File: config.mk
export PLATFORM = sky130hd
export DESIGN_NAME = mem_arbiter64
export DESIGN_NICKNAME = d
export VERILOG_FILES = /design/src/rtl/mem_arb_pkg.sv /design/src/rtl/mem_arbiter64_rr_picker.sv /design/src/rtl/mem_arbiter64.sv
export SDC_FILE = /design/constraint.sdc
export NUM_CORES = 1
export LEC_CHECK = 0
export BUFFER_PORTS_ARGS = -buffer_cell sky130_fd_sc_hd__buf_2
export CORE_AREA = 2 2 167 169
export CTS_CLUSTER_DIAMETER = 150
export DETAILED_ROUTE_END_ITERATION = 10
export DIE_AREA = 0 0 169 171
export GPL_TIMING_DRIVEN = 0
export PLACE_DENSITY_LB_ADDON = 0.1
export SYNTH_ARGS = -nofsm -noshare
export SYNTH_HDL_FRONTEND = slang
export SYNTH_SLANG_ARGS = --single-unit
export TNS_END_PERCENT = 10
File: constraint.sdc
create_clock -name clk -period 3.75 [get_ports clk]
set_clock_uncertainty 0.1 [all_clocks]
set_input_delay 0.75 -clock clk [delete_from_list [all_inputs] [get_ports clk]]
set_output_delay 0.75 -clock clk [all_outputs]
set_load 0.1 [all_outputs]
File: src/rtl/mem_arb_pkg.sv
`timescale 1ns/1ps
// Shared types and widths for the 64-bit memory port arbiter.
package mem_arb_pkg;

  localparam int unsigned MEM_AW    = 32;
  localparam int unsigned MEM_DW    = 64;
  localparam int unsigned MAX_PORTS = 8;
  localparam int unsigned TPORT_W   = 3;

  typedef enum logic {ARB_IDLE, ARB_BUSY} arb_state_t;

  // Command payload presented to the memory controller.
  typedef struct packed {
    logic [MEM_AW-1:0] address;
    logic              wren;
    logic [MEM_DW-1:0] wdata;
  } mem_cmd_t;

endpackage

File: src/rtl/mem_arbiter64_rr_picker.sv
`timescale 1ns/1ps
// Cyclic priority encoder: first set bit of req at or after rr_ptr.
module rr_picker #(
  parameter int unsigned NUM_PORTS = 2,
  localparam int unsigned IDX_W = $clog2(NUM_PORTS)
) (
  input  logic [NUM_PORTS-1:0] req,
  input  logic [IDX_W-1:0]     rr_ptr,
  output logic                 any,
  output logic [IDX_W-1:0]     idx
);

  // Candidate index rr_ptr+k wrapped into 0..NUM_PORTS-1.
  function automatic logic [IDX_W-1:0] wrap_idx(input logic [IDX_W-1:0] base,
                                                input int unsigned       k);
    int unsigned s;
    s = 32'(base) + k;
    if (s >= NUM_PORTS) s = s - NUM_PORTS;
    return IDX_W'(s);
  endfunction

  // Scan from farthest to nearest so the nearest requester wins.
  always_comb begin
    any = |req;
    idx = '0;
    for (int unsigned k = NUM_PORTS; k > 0; k--) begin
      if (req[wrap_idx(rr_ptr, k - 1)]) idx = wrap_idx(rr_ptr, k - 1);
    end
  end

endmodule

File: src/rtl/mem_arbiter64.sv
`timescale 1ns/1ps
// Round-robin arbiter sharing one 64-bit memory port, one transaction in flight,
// with a watchdog that aborts transactions memory never acknowledges.
module mem_arbiter64
  import mem_arb_pkg::*;
#(
  parameter int unsigned NUM_PORTS      = 2,
  parameter int unsigned TIMEOUT_CYCLES = 1024
) (
  input  logic                        clk,
  input  logic                        reset,
  input  logic [NUM_PORTS-1:0]        port_req,
  input  logic [NUM_PORTS-1:0]        port_wren,
  input  logic [NUM_PORTS*MEM_AW-1:0] port_address,
  input  logic [NUM_PORTS*MEM_DW-1:0] port_wdata,
  output logic [NUM_PORTS-1:0]        port_ready,
  output logic [MEM_DW-1:0]           port_rdata,
  output logic [MEM_AW-1:0]           mem_address,
  output logic [MEM_DW-1:0]           to_mem,
  output logic                        mem_req,
  output logic                        mem_wren,
  input  logic [MEM_DW-1:0]           from_mem,
  input  logic                        mem_ready,
  input  logic                        clear_err,
  output logic                        timeout_flag,
  output logic [TPORT_W-1:0]          timeout_port
);

  localparam int unsigned IDX_W = $clog2(NUM_PORTS);
  localparam int unsigned WD_W  = (TIMEOUT_CYCLES == 0) ? 1 : $clog2(TIMEOUT_CYCLES + 1);
  localparam bit          WD_EN = (TIMEOUT_CYCLES != 0);
  localparam logic [WD_W-1:0]  WD_LAST  = WD_EN ? WD_W'(TIMEOUT_CYCLES - 1) : '0;
  localparam logic [IDX_W-1:0] LAST_IDX = IDX_W'(NUM_PORTS - 1);

  arb_state_t         state, state_nxt;
  logic [IDX_W-1:0]   grant, grant_nxt;
  logic [IDX_W-1:0]   rr_ptr, rr_ptr_nxt;
  logic [WD_W-1:0]    wd_cnt, wd_cnt_nxt;
  logic               flag_nxt;
  logic [TPORT_W-1:0] tport_nxt;

  logic               pick_any;
  logic [IDX_W-1:0]   pick_idx;
  logic [IDX_W-1:0]   ptr_after_grant;
  logic               wd_expire;
  mem_cmd_t           sel_cmd;

  rr_picker #(.NUM_PORTS(NUM_PORTS)) u_picker (
    .req    (port_req),
    .rr_ptr (rr_ptr),
    .any    (pick_any),
    .idx    (pick_idx)
  );

  assign ptr_after_grant = (grant == LAST_IDX) ? '0 : grant + 1'b1;
  assign wd_expire       = WD_EN && (wd_cnt == WD_LAST);

  // State and bookkeeping registers; reset drops any transaction in flight.
  always_ff @(posedge clk or posedge reset) begin
    if (reset) begin
      state        <= ARB_IDLE;
      grant        <= '0;
      rr_ptr       <= '0;
      wd_cnt       <= '0;
      timeout_flag <= 1'b0;
      timeout_port <= '0;
    end else begin
      state        <= state_nxt;
      grant        <= grant_nxt;
      rr_ptr       <= rr_ptr_nxt;
      wd_cnt       <= wd_cnt_nxt;
      timeout_flag <= flag_nxt;
      timeout_port <= tport_nxt;
    end
  end

  // Next-state: grant in IDLE, complete or abort in BUSY; abort beats clear_err.
  always_comb begin
    state_nxt  = state;
    grant_nxt  = grant;
    rr_ptr_nxt = rr_ptr;
    wd_cnt_nxt = wd_cnt;
    flag_nxt   = clear_err ? 1'b0 : timeout_flag;
    tport_nxt  = timeout_port;
    case (state)
      ARB_IDLE: begin
        wd_cnt_nxt = '0;
        if (pick_any) begin
          grant_nxt = pick_idx;
          state_nxt = ARB_BUSY;
        end
      end
      ARB_BUSY: begin
        if (mem_ready) begin
          state_nxt  = ARB_IDLE;
          rr_ptr_nxt = ptr_after_grant;
          wd_cnt_nxt = '0;
        end else if (wd_expire) begin
          state_nxt  = ARB_IDLE;
          rr_ptr_nxt = ptr_after_grant;
          wd_cnt_nxt = '0;
          flag_nxt   = 1'b1;
          tport_nxt  = TPORT_W'(grant);
        end else begin
          wd_cnt_nxt = wd_cnt + 1'b1;
        end
      end
      default: state_nxt = ARB_IDLE;
    endcase
  end

  // Payload mux of the granted port.
  always_comb begin
    sel_cmd = '0;
    for (int unsigned i = 0; i < NUM_PORTS; i++) begin
      if (grant == IDX_W'(i)) begin
        sel_cmd.address = port_address[i*MEM_AW +: MEM_AW];
        sel_cmd.wren    = port_wren[i];
        sel_cmd.wdata   = port_wdata[i*MEM_DW +: MEM_DW];
      end
    end
  end

  // Completion pulse goes only to the granted port, only while BUSY.
  always_comb begin
    port_ready = '0;
    for (int unsigned i = 0; i < NUM_PORTS; i++) begin
      port_ready[i] = (state == ARB_BUSY) && mem_ready && (grant == IDX_W'(i));
    end
  end

  assign mem_req     = (state == ARB_BUSY);
  assign mem_wren    = mem_req & sel_cmd.wren;
  assign mem_address = sel_cmd.address;
  assign to_mem      = sel_cmd.wdata;
  assign port_rdata  = from_mem;

endmodule

Word-level counts from Yosys, hierarchy flattened
Cells that the tools add are included.
Widths: inputs -> output; s select.

word-level totals
  bits in registers = 16
  input bits = 264

operators by class
  add/sub/neg operators = 5
  magnitude comparators = 4
  equal/unequal tests = 1
  muxes and demuxes = 23
  bitwise gates (word level) = 4
  reductions and logical operators = 8

operators with widths
  kind                   number
  $mux 97                1
  $mux 11                2
  $pmux 11 s2            1
  $mux 1                 18
  $add 11x1->11 const B  1
  $eq 11x10->1 const B   1
  $lt 1x2->1 const B     2
  $reduce_and 2->1       2
  $logic_and 1x1->1      3
  $not 1->1              3
  $reduce_and 3->1       1
  $add 1x1->2 const B    1
  $ge 1x2->1 const B     1
  $ge 2x2->1 const B     1
  $pmux 1 s2             1
  $reduce_bool 2->1      1
  $reduce_or 2->1        1
  $sub 1x1->1 const B    2
  $add 1x1->1 const B    1
  $and 1x1->1            1

Longest topological paths before layout
Gate-level depths: netlist of run 1.

  depth after elaboration = 7
  depth in mapped cells = 4
  depth with buffers taken out = 4

Hierarchy
Synthesis of run 1 repeated with hierarchy kept, for this count alone.

unflattened totals
  cells, all modules = 255
  area, all modules = 2482.4 µm²

modules (own cells, without submodules)
  module         instances  cells each  area an instance (µm²)  seq. area each (µm²)
  mem_arbiter64  1          252         2464.9                  400.4
  rr_picker      1          3           17.5                    0.0

Least setup slack after synthesis of run 1
No wires, ideal clock.

  path kind = register -> output
  start point = register state (netlist: mem_req)
  end point = output port port_ready[0]
  arrival time = 3.284 ns
  required time = 2.900 ns
  setup slack = -0.384 ns
  cell stages (with the launch flop) = 4
  buffers on the path = 1
  path through = dfrtp_1 > buf_4 > inv_1 > nor3_1

on the way
  cells in the longest elaborated chain, start to end = 2

RTL lines
  what                            RTL line              source
  from (decl)                     mem_arbiter64.sv:35   arb_state_t state, state_nxt;
  from (signal assigned)          mem_arbiter64.sv:68   state <= state_nxt;
  $logic_and 1x1->1 (2 in a row)  mem_arbiter64.sv:128  port_ready[i] = (state == ARB_BUSY) && mem_ready && (grant == IDX_W'(i));
  to (decl)                       mem_arbiter64.sv:16   output logic [NUM_PORTS-1:0] port_ready,

No other way between the ends.

Final worst setup path of run 1
  start point = register grant
  end point = output port port_ready[1]

on the way
  cells in the longest elaborated chain, start to end = 1

RTL lines
  what                    RTL line              source
  from (decl)             mem_arbiter64.sv:36   logic [IDX_W-1:0] grant, grant_nxt;
  from (signal assigned)  mem_arbiter64.sv:69   grant <= grant_nxt;
  $logic_and 1x1->1       mem_arbiter64.sv:128

No other way between the ends.

==> results of run 1 <==
## sequential cells by signal, summed over array words and instances (netlist names)
signal and cells:
wd_cnt 11, timeout_flag 1, timeout_port 1, mem_req 1, rr_ptr 1, grant 1
## stage by stage
stage               instance area [sq um]  cells
global placement                     4720    970
finish                               4790    973
global route                         4790    973
detailed placement                   4720    970
floorplan                            2460    259
CTS                                  4790    973
## worst min path at each step
| stage | from | end | cells after the start |
|---|---|---|---|
| floorplan | wd_cnt[0]$_DFF_PP0_ | wd_cnt[0]$_DFF_PP0_ | 1 |
| global route | timeout_port[0]$_DFFE_PP0P_ | timeout_port[0]$_DFFE_PP0P_ | 1 |
| global placement | wd_cnt[0]$_DFF_PP0_ | wd_cnt[0]$_DFF_PP0_ | 1 |
| CTS | wd_cnt[0]$_DFF_PP0_ | wd_cnt[0]$_DFF_PP0_ | 1 |
| finish | wd_cnt[0]$_DFF_PP0_ | wd_cnt[0]$_DFF_PP0_ | 1 |
| detailed placement | timeout_port[0]$_DFFE_PP0P_ | timeout_port[0]$_DFFE_PP0P_ | 1 |
## power groups by stage
stage / Combinational, mW / Clock (mW) / Sequential [mW]
floorplan: 3.27 / 0 / 0.222
global placement: 3.90 / 0 / 0.206
detailed placement: 3.89 / 0 / 0.206
CTS: 3.90 / 0.218 / 0.203
global route: 3.97 / 0.223 / 0.207
finish: 3.85 / 0.207 / 0.202
## layout by cell type (no fill, tap or decap), types with 2 or more instances in the layout
cell         n
buf_2      373
mux2_2      84
buf_4       67
dfrtp_1     16
mux2_1      13
nor2_1       7
inv_1        6
nand2_1      5
a21oi_1      5
nand3_1      5
o21ai_0      4
clkbuf_1     3
a31oi_1      3
or3_1        3
clkbuf_16    3
nand4_1      2
o31ai_1      2
and4_1       2
nor2b_1      2
or4_1        2
xor2_1       2
conb_1       2
## cells in the mapped netlist, types with 2 or more instances
library cell,count
buf_2,8
or4_1,2
a21oi_1,5
clkbuf_1,3
nand3_1,5
inv_1,6
buf_4,67
mux2_2,84
a31oi_1,3
o31ai_1,2
xor2_1,2
and4_1,2
nand2_1,5
nor2_1,7
mux2_1,13
nand4_1,2
dfrtp_1,16
or3_1,3
nor2b_1,2
o21ai_0,4
## kinds of logic (layout without fill, tap and decap cells)
kind of cell,count (synthesis),after routing
mux,98,98
buf+inv,84,452
other cells,1,2
flops,16,16
compound gates,20,20
fa+ha+maj,1,1
xor+xnor,3,3
simple gates,35,35
## routing by layer
layer	wire length (um)	share of wire [%]	vias up	track usage [%]
li1	-	-	1587	-
met1	5590	36	1469	10.3
met2	8610	56	147	18.8
met3	994	6.5	8	1.53
met4	104	0.68	2	1.23
met5	13	0.085	-	0
## final cells by class
class	instances	area share, %
flip-flops and latches	16	8.36
clock buffers	3	1.57
inverters	6	0.470
well taps	346	9.04
multi-input cells	159	30.9
plain buffers	78	11.6
repair buffers	365	38.1
## critical path, cell delays in order, from the launching register on
cell	delay (ps)
dfrtp_1	380
clkbuf_1	460
buf_2	450
and3_1	270
buf_2	440
==> results.json, run 1 <==
{
  "ctsResizeCount": 0,
  "postCtsSetupBuffers": 0,
  "vdd_drop_max_mv": 0.158,
  "total_leakage_power_nw": 2.57,
  "via_per_inst": 3.30,
  "maxSlewHeadroom_pct": 54.4,
  "crit_type": "reg2out",
  "area_growth_pct": 95.8,
  "synth_fa_ha_area_share_pct": 0.511,
  "startpoint": "grant$_DFFE_PP0P_",
  "synth_edf_count": 0,
  "finalHoldViolCount": 0,
  "rsz0062_at_grt": "no",
  "rrSetupSlack_ps": 1960,
  "design.portCount": 432,
  "ys.flop_type": "dfrtp_1",
  "grt_pass1_wl_mm": 19.9,
  "rows": 61,
  "synth_area_leaders": "mux2_2 39%, buf_4 21%, dfrtp_1 16%",
  "grt_pass1_vias": 3061,
  "wl_per_cell_um": 15.7,
  "clock-sinks": 16,
  "p_sw_share_pct": 74.9,
  "max-cap-violations": 0,
  "finalHoldWorstSlack_ps": 386,
  "grt_max_degree": 17,
  "gp_congestion": 0.775,
  "hold_buffers": 0,
  "combinationalPowerShare_pct": 90.4,
  "clockBufferDepth": 2,
  "p_switching_mw": 3.19,
  "seqPwrFrac_pct": 4.7,
  "crit_path_start_kind": "flip-flop",
  "cts-root-buf": "clkbuf_16",
  "num-nets-final": 894,
  "synth_compound_area_share_pct": 5.16,
  "power_mw": 4.26,
  "yosys.area.top_type": "mux2_2",
  "syn_area_sq_um": 2450,
  "reg2regPathDepth": 4,
  "clkPwrFrac_pct": 4.9,
  "fin_crit_ps": 3110,
  "yosys_warnings": 0,
  "cp-endpoint": "port_ready[1]",
  "layout_setup_ws_ps": 643,
  "grt_use_total_pct": 9.29,
  "routed_wl_mm": 15.3,
  "internal_power_mw": 1.07,
  "finalSetupViolations": 0,
  "power_density_nw_per_um2": 889,
  "required_ps": 2900,
  "max_freq_mhz": 322,
  "status": "complete, no violations",
  "grt.overflow.total": 0,
  "cp_max_fo": 10,
  "synth-seq-cells": 16,
  "cts_tree": "yes",
  "remaining_drc_errors": 0,
  "drv_slew": 0,
  "end_kind": "primary output",
  "nFillCells": 3145,
  "core_area_sq_um": 27300,
  "netlist_instances": 258,
  "hpwl_mm": 13.9,
  "htreeDepth": 1,
  "r2r_start": "wd_cnt[0]$_DFF_PP0_",
  "multi_input_area_sq_um": 1480,
  "start_util_pct": 8.96,
  "ant_nets": 0,
  "syn_area_per_cell_sq_um": 9.49,
  "fp.dieH_um": 171,
  "fin_setup_tns_ps": 0,
  "drtPass1Iterations": 4,
  "dieArea_sq_um": 28900,
  "worst_pin_slew_ps": 683,
  "synth-simple-area-share_pct": 8.13,
  "synthXorXnorAreaFrac_pct": 1.07,
  "path_clk_slew_ps": 50,
  "portBuffers": 365,
  "routed-via-count": 3213,
  "cts_made_buffers": 3,
  "synthMuxAreaShare_pct": 45.0,
  "synth_top_family_by_area": "multiplexers",
  "seq_area_frac_synth_pct": 16.4,
  "hold_path.class": "reg2reg",
  "dp_slack_ps": 788,
  "synthArstFlopShare_pct": 100,
  "register_area_sq_um": 400,
  "post-route-period-util_pct": 82.8,
  "cp.arrival_ps": 2260,
  "diodes": 0,
  "grt_antenna_before_repair": 1,
  "ys_types": 37,
  "yosysTopAreaCellShare_pct": 38.7,
  "clk-insertion-delay-late_ps": 240,
  "die_width_um": 169,
  "layout-drive-gt1-share_pct": 84.7,
  "r2r_end": "mem_req$_DFF_PP0_",
  "final_core_util_pct": 17.5,
  "drt_iter0_markers": 71
}
Power figures use the tool's default switching activity.
==> run 2, diff against run 1 <==
clock period = 3.2 ns   (was 3.75 ns; I/O delays follow)
==> run 2 against run 1 <==
  * Die area did not move
  * Critical path depth fell by 1
  * Non-clock buffer count fell by 1
  * Critical endpoint is now to_mem[8]
==> results.json, run 2 (same netlist as run 1, synthesis figures left out) <==
{
  "hold_path.class": "in2async",
  "die_width_um": 169,
  "postCtsSetupBuffers": 0,
  "crit_path_start_kind": "flip-flop",
  "total_leakage_power_nw": 2.57,
  "remaining_drc_errors": 0,
  "grt.overflow.total": 0,
  "r2r_end": "mem_req$_DFF_PP0_",
  "cts_tree": "yes",
  "fin_crit_ps": 2850,
  "portBuffers": 365,
  "dp_cells": 970,
  "finalSetupViolations": 0,
  "cp_max_fo": 12,
  "layout.cells.non_filler": 972,
  "final_area_sq_um": 4790,
  "layout-drive-gt1-share_pct": 84.8,
  "clock-sinks": 16,
  "largest_register": "wd_cnt",
  "grt_antenna_before_repair": 1,
  "finalHoldViolCount": 0,
  "rows": 61,
  "core_area_sq_um": 27300,
  "routed-via-count": 3218,
  "via_per_inst": 3.31,
  "path_clk_slew_ps": 50,
  "crit_buf_inv": 2,
  "drt_iter0_markers": 69,
  "hpwl_mm": 13.9,
  "area_growth_pct": 95.6,
  "max_freq_mhz": 351,
  "max-cap-violations": 0,
  "mostFrequentLayoutCell": "buf_2",
  "post-route-period-util_pct": 89.0,
  "power_density_nw_per_um2": 1040,
  "maxSlewHeadroom_pct": 54.4,
  "fin_setup_tns_ps": 0,
  "required_ps": 2460,
  "htreeDepth": 1,
  "grt_pass1_vias": 3061,
  "rrSetupSlack_ps": 1410,
  "dieArea_sq_um": 28900,
  "drv_slew": 0,
  "drtPass1Iterations": 4,
  "fp.dieH_um": 171,
  "end_kind": "primary output",
  "clockBufferDepth": 2,
  "mostFrequentLayoutCells": "373 x buf_2, 84 x mux2_2, 67 x buf_4",
  "start_util_pct": 8.96,
  "diodes": 0,
  "crit_chain": "clkbuf_1, mux2_2, buf_2",
  "clk-insertion-delay-late_ps": 240,
  "power_mw": 4.99,
  "startpoint": "grant$_DFFE_PP0P_",
  "finalHoldWorstSlack_ps": 386,
  "worst_pin_slew_ps": 683,
  "hold_buffers": 0,
  "grt_pass1_wl_mm": 19.9,
  "layout_setup_ws_ps": 351,
  "ant_nets": 0,
  "cp_slowest_stage_delay_ps": 650,
  "grt_use_total_pct": 9.29,
  "crit_type": "reg2out",
  "reg2regPathDepth": 4,
  "cts_made_buffers": 3,
  "wl_per_cell_um": 15.8,
  "cp.arrival_ps": 2110,
  "num-nets-final": 893,
  "largest_register_ffs": 11,
  "design.portCount": 432,
  "cp-endpoint": "to_mem[8]",
  "gp_congestion": 0.775,
  "grt_max_degree": 17,
  "crit_family": "buffers and inverters",
  "cp_slowest_cell": "dfrtp_1",
  "cp.depth": 3,
  "final_core_util_pct": 17.5,
  "rsz0062_at_grt": "no",
  "status": "complete, no violations",
  "r2r_start": "wd_cnt[0]$_DFF_PP0_",
  "cts-root-buf": "clkbuf_16",
  "routed_wl_mm": 15.3,
  "vdd_drop_max_mv": 0.185,
  "postPlaceCellArea_sq_um": 4720,
  "ctsResizeCount": 0,
  "dp_slack_ps": 348
}
[run 2: cell types whose count changed in the layout (fill, tap and decap cells not counted), sizes merged]
cell / change
clkbuf: -1
[run 2: area by class of cell]
type | instances | area [sq um]
fill | 3144 | 22500
sequential | 16 | 400
multi-input combinational | 159 | 1480
tap | 346 | 433
buffer | 77 | 551
inverter | 6 | 22.5
clock buffer | 3 | 75.1
timing repair buffer | 365 | 1830
[run 2: how the worst min path moves through the flow]
stage / slack, ps / cells after the start / start / to
3_3_place_gp: 390 / 1 / wd_cnt[0]$_DFF_PP0_ / wd_cnt[0]$_DFF_PP0_
4_1_cts: 390 / 1 / wd_cnt[0]$_DFF_PP0_ / wd_cnt[0]$_DFF_PP0_
2_1_floorplan: 350 / 1 / wd_cnt[0]$_DFF_PP0_ / wd_cnt[0]$_DFF_PP0_
5_1_grt: 410 / 1 / timeout_port[0]$_DFFE_PP0P_ / timeout_port[0]$_DFFE_PP0P_
3_5_place_dp: 390 / 1 / timeout_port[0]$_DFFE_PP0P_ / timeout_port[0]$_DFFE_PP0P_
6_report: 390 / 2 / reset / wd_cnt[8]$_DFF_PP0_
[run 2: metal layers]
layer | wire length [um] | global-route usage [%] | part of all wire [%]
met2 | 8620 | 18.8 | 56
met1 | 5580 | 10.3 | 36
met4 | 104 | 1.23 | 0.68
met5 | 13 | 0 | 0.085
met3 | 997 | 1.53 | 6.5
[run 2: power by group]
part	leakage [nW]	internal (mW)	switching, mW
sequential	0.215	0.222	0.0358
combinational	2.32	0.863	3.63
clock	0.0370	0.164	0.0789
